**src/rtl/tmds_encoder.sv**
```systemverilog
// DVI 1.0 TMDS encoder: 8-bit channel + 2 control bits -> 10-bit symbol, 2-stage pipeline.
// Define TMDS_DISP_MON_EN to add the disp/disp_err running-disparity monitor ports.
module tmds_encoder (
  input  logic       clk_pix,
  input  logic       rst_n,
  input  logic       de,
  input  logic [7:0] d,
  input  logic [1:0] ctrl,
`ifdef TMDS_DISP_MON_EN
  output logic [4:0] disp,
  output logic       disp_err,
`endif
  output logic [9:0] q
);

  localparam logic [9:0] CtrlTok00 = 10'b1101010100;
  localparam logic [9:0] CtrlTok01 = 10'b0010101011;
  localparam logic [9:0] CtrlTok10 = 10'b0101010100;
  localparam logic [9:0] CtrlTok11 = 10'b1010101011;

  // Stage 1: transition-minimised q_m and its ones count.
  logic [3:0] w_n1d;
  logic       w_use_xnor;
  logic [8:0] w_qm;
  logic [3:0] w_n1qm;

  always_comb begin
    w_n1d = '0;
    for (int i = 0; i < 8; i++) w_n1d = w_n1d + {3'b000, d[i]};
    w_use_xnor = (w_n1d > 4'd4) || ((w_n1d == 4'd4) && !d[0]);
    w_qm       = '0;
    w_qm[0]    = d[0];
    for (int i = 1; i < 8; i++) w_qm[i] = w_qm[i-1] ^ d[i] ^ w_use_xnor;
    w_qm[8] = ~w_use_xnor;
    w_n1qm  = '0;
    for (int i = 0; i < 8; i++) w_n1qm = w_n1qm + {3'b000, w_qm[i]};
  end

  logic [8:0] r_qm;
  logic [3:0] r_n1;
  logic       r_de;
  logic [1:0] r_ctrl;

  always_ff @(posedge clk_pix or negedge rst_n) begin
    if (!rst_n) begin
      r_qm   <= '0;
      r_n1   <= '0;
      r_de   <= 1'b0;
      r_ctrl <= 2'b00;
    end else begin
      r_qm   <= w_qm;
      r_n1   <= w_n1qm;
      r_de   <= de;
      r_ctrl <= ctrl;
    end
  end

  // Stage 2: DC balancing. All cnt math is modulo-32 two's complement.
  logic [4:0] r_cnt;
  logic [4:0] w_cnt_d;
  logic [9:0] w_q_d;
  logic [4:0] w_diff;
  logic       w_cnt_zero;
  logic       w_cnt_neg;
  logic       w_cnt_pos;

  // n1 - n0 == 2*n1 - 8
  assign w_diff     = {r_n1, 1'b0} - 5'd8;
  assign w_cnt_zero = (r_cnt == 5'd0);
  assign w_cnt_neg  = r_cnt[4];
  assign w_cnt_pos  = !r_cnt[4] && !w_cnt_zero;

  always_comb begin
    w_q_d   = CtrlTok00;
    w_cnt_d = r_cnt;
    if (!r_de) begin
      unique case (r_ctrl)
        2'b00:   w_q_d = CtrlTok00;
        2'b01:   w_q_d = CtrlTok01;
        2'b10:   w_q_d = CtrlTok10;
        2'b11:   w_q_d = CtrlTok11;
        default: w_q_d = CtrlTok00;
      endcase
      w_cnt_d = 5'd0;
    end else if (w_cnt_zero || (r_n1 == 4'd4)) begin
      w_q_d   = {~r_qm[8], r_qm[8], r_qm[8] ? r_qm[7:0] : ~r_qm[7:0]};
      w_cnt_d = r_qm[8] ? (r_cnt + w_diff) : (r_cnt - w_diff);
    end else if ((w_cnt_pos && (r_n1 > 4'd4)) || (w_cnt_neg && (r_n1 < 4'd4))) begin
      w_q_d   = {1'b1, r_qm[8], ~r_qm[7:0]};
      w_cnt_d = r_cnt + {3'b000, r_qm[8], 1'b0} - w_diff;
    end else begin
      w_q_d   = {1'b0, r_qm[8], r_qm[7:0]};
      w_cnt_d = r_cnt - {3'b000, ~r_qm[8], 1'b0} + w_diff;
    end
  end

  logic [9:0] r_q;

  always_ff @(posedge clk_pix or negedge rst_n) begin
    if (!rst_n) begin
      r_q   <= CtrlTok00;
      r_cnt <= 5'd0;
    end else begin
      r_q   <= w_q_d;
      r_cnt <= w_cnt_d;
    end
  end

  assign q = r_q;

`ifdef TMDS_DISP_MON_EN
  logic r_disp_err;
  logic w_bad;

  assign w_bad = w_cnt_d[0] || ($signed(w_cnt_d) > 5'sd10) || ($signed(w_cnt_d) < -5'sd10);

  always_ff @(posedge clk_pix or negedge rst_n) begin
    if (!rst_n) begin
      r_disp_err <= 1'b0;
    end else begin
      r_disp_err <= r_disp_err | w_bad;
    end
  end

  assign disp     = r_cnt;
  assign disp_err = r_disp_err;
`endif

endmodule

```
**config.mk**
```make
export PLATFORM = sky130hd
export DESIGN_NAME = tmds_encoder
export DESIGN_NICKNAME = d
export VERILOG_FILES = /design/src/rtl/tmds_encoder.sv
export SDC_FILE = /design/constraint.sdc
export NUM_CORES = 1
export LEC_CHECK = 0
export ABC_CLOCK_PERIOD_IN_PS = 7600
export CAP_MARGIN = 20
export CORE_UTILIZATION = 47
export DETAILED_ROUTE_END_ITERATION = 7
export HOLD_SLACK_MARGIN = 0.05
export PLACE_DENSITY = 0.68
export SLEW_MARGIN = 20
export SYNTH_ARGS = -nofsm -noshare
export SYNTH_HDL_FRONTEND = slang
export SYNTH_SLANG_ARGS = --single-unit
```
**constraint.sdc**
```tcl
create_clock -name clk_pix -period 7.6 [get_ports clk_pix]
set_clock_uncertainty 0.2 [all_clocks]
set_input_delay 1.52 -clock clk_pix [delete_from_list [all_inputs] [get_ports clk_pix]]
set_output_delay 1.52 -clock clk_pix [all_outputs]
set_load 0.005 [all_outputs]
```
==> impl_metrics.tcl <==
set metrics [dict create \
    yosysMostFrequentCell "inv_1" \
    cp_max_fo 4 \
    numClockSinks 30 \
    yosys.area.top_type "dfrtp_1" \
    die_area_sq_um 4876 \
    fp.coreArea_sq_um 4384 \
    avgSynthCellArea_sq_um 11.09 \
    report.final.hold_viol_count 0 \
    drt_drc_violations_left 0 \
    cts_tree "built" \
    vias_per_cell 4.813 \
    cts_inserted_buffers 5 \
    power_density_nw_per_um2 518.2 \
    drive_above_1_share_pct 14.22 \
    tns_ns 0 \
    synthTopCellsByArea "dfrtp_1 (29%), ha_1 (15%), fa_1 (11%)" \
    diodes 0 \
    dpl_worst_slack_ns -0.1165 \
    yosys.area.top_type_share_pct 28.94 \
    dp.cells 275 \
    die_x_um 69.83 \
    antenna_found_initial 0 \
    placed_area_sq_um 2496 \
    grt_max_degree 31 \
    tightest_slew_ns 0.5257 \
    drt_iter0_drc 81 \
    synth_commonest_cells "inv_1 (37), ha_1 (26), dfrtp_1 (25)" \
    outcome "finished, final reports clean" \
    hpwl_mm 2.705 \
    setup_viol 0 \
    slew_headroom_pct 64.69 \
    multi_input_comb_area_sq_um 1291 \
    critPathKind "in2reg" \
    rsz0062_at_grt "false" \
    ys_ff_latch 30 \
    end_kind "flop" \
    post_drt_wl_per_cell_um 11.93 \
    areaGrowthSynthToFinish_pct 22.16 \
    syn_area_sq_um 2162 \
    vias 1367 \
    synthesis.nets 246 \
    portBuffers 22 \
    ff_latch_area_sq_um 757.0 \
    period_minus_slack_ns 7.286 \
    fp.dieH_um 69.83 \
    critical_path_required_ns 7.57 \
    clock_path_buffers 2 \
    fin_area_sq_um 2641 \
    cts_max_level 2 \
    syn-instance-count 195 \
    grt_pass1_vias 1354 \
    clock_latency_ns 0.28 \
    gp_congestion 0.8267 \
    dr.pass1.iters 6 \
    ys_types 32 \
    grt_pass1_wl_mm 6.230 \
    fillerInstances 377 \
    io_pins 23 \
    start_kind "input pin" \
    whs_ns 0.3649 \
    grtUsageTotal_pct 16.12 \
    arrival_ns 7.25 \
    yosys_warnings 0 \
    wirelength_mm 3.388 \
    fin_crit_sh_pct 95.87 \
    total_power_mw 1.369 \
    timing.fmax_ghz 0.1372 \
    irDropWorstVdd_mv 0.2172 \
    power.leakage_nw 1.341 \
    ys_seq_area_share_pct 35.01 \
    stdcell_count 284 \
    synth_ff_type "dfrtp_1" \
    setup_slack_ns 0.3139 \
    nNetsFinal 282 \
    root_buffer "clkbuf_8" \
    overflow 0 \
    synth_edf_count 0 \
    drv_slew 0 \
    drtAntennaViolNets 0 \
    hold_path_class "reg2reg" \
    ys_async_sr_fraction_pct 100.0 \
    maxCapViolations 0 \
    initial_utilization_pct 49.32 \
    cts.clk_slew.worst_paths_ns 0.06 \
    fin_util_pct 60.25 \
    num_rows 24 \
]
## repair_timing
action	in CTS	in global routing
setup buffers	0	1
resized for setup	0	6
endpoints found under the setup margin	0	2
hold buffers	0	0
## worst max-delay path, cell delays in order
cell and delay [ns]:
clkdlybuf4s50_1 0.47, inv_1 0.07, fa_1 0.57, fa_1 0.44, fa_1 0.49, inv_1 0.04
ha_1 0.20, fa_1 0.45, nor3b_2 0.26, o21ai_2 0.10, a21oi_4 0.19, xor2_1 0.20
inv_1 0.07, fa_1 0.49, xnor2_2 0.15, ha_1 0.30, fa_1 0.51, ha_1 0.16
inv_1 0.06, fa_1 0.37, xnor2_1 0.13
## area by class of cell
class,instances,share of cell area [%]
multi-input cells,127,48.89
inverters,37,5.258
clock buffers,5,2.605
repair buffers,30,10.61
well taps,52,2.463
flip-flops and latches,30,28.66
clock inverters,3,1.516
## flip-flops by register name, summed over array words and instances (netlist names)
register,flops
r_qm,9
r_de,1
q,10
r_n1,4
r_cnt,4
r_ctrl,2
## worst paths after layout
path                                   start                   to  slack, ns  cells after the start
max in group asynchronous              rst_n       q[2]$_DFF_PN1_       5.48                      2
min                        r_qm[4]$_DFF_PN0_       q[4]$_DFF_PN1_       0.36                      2
max reg2reg                r_qm[8]$_DFF_PN0_   r_cnt[4]$_DFF_PN0_       4.98                      9
min in group asynchronous              rst_n  r_ctrl[0]$_DFF_PN0_       1.42                      2
max                                     d[0]    r_n1[2]$_DFF_PN0_       0.31                     21
min reg2reg                r_qm[4]$_DFF_PN0_       q[4]$_DFF_PN1_       0.36                      2
## cell usage in the layout, fill, tap and decap left out, drive strengths merged, types with 10 or more instances in the layout
cell	n
inv	37
ha	26
dfrtp	25
clkdlybuf4s50	22
xnor2	17
xor2	13
fa	12
a21o	11
a21oi	10
## where the power goes
part	switching (mW)	leakage, nW	total [mW]	internal, mW
clock network	0.0566	0.0579	0.153	0.0962
logic	0.464	0.929	0.937	0.473
registers	0.0413	0.353	0.279	0.238
## routing by layer
layer	vias to the layer above	track usage (%)	wire, um
met5	-	0	0
met4	0	6.000	46
met3	5	3.198	115
met2	25	23.08	1507
met1	647	24.16	1718
li1	690	-	-
## logic make-up (layout without fill, tap and decap cells)
kind of cell	after synthesis	in the layout	share of synthesized area, %
AO/OA/AOI/OAI	31	31	10.30
XOR/XNOR	31	31	14.24
adder cells (fa/ha/maj)	38	38	26.16
buffers and inverters	38	75	6.597
flip-flops	30	30	35.01
multiplexers	4	4	1.910
AND/OR/NAND/NOR	23	23	5.787
Power figures use the tool's default switching activity.
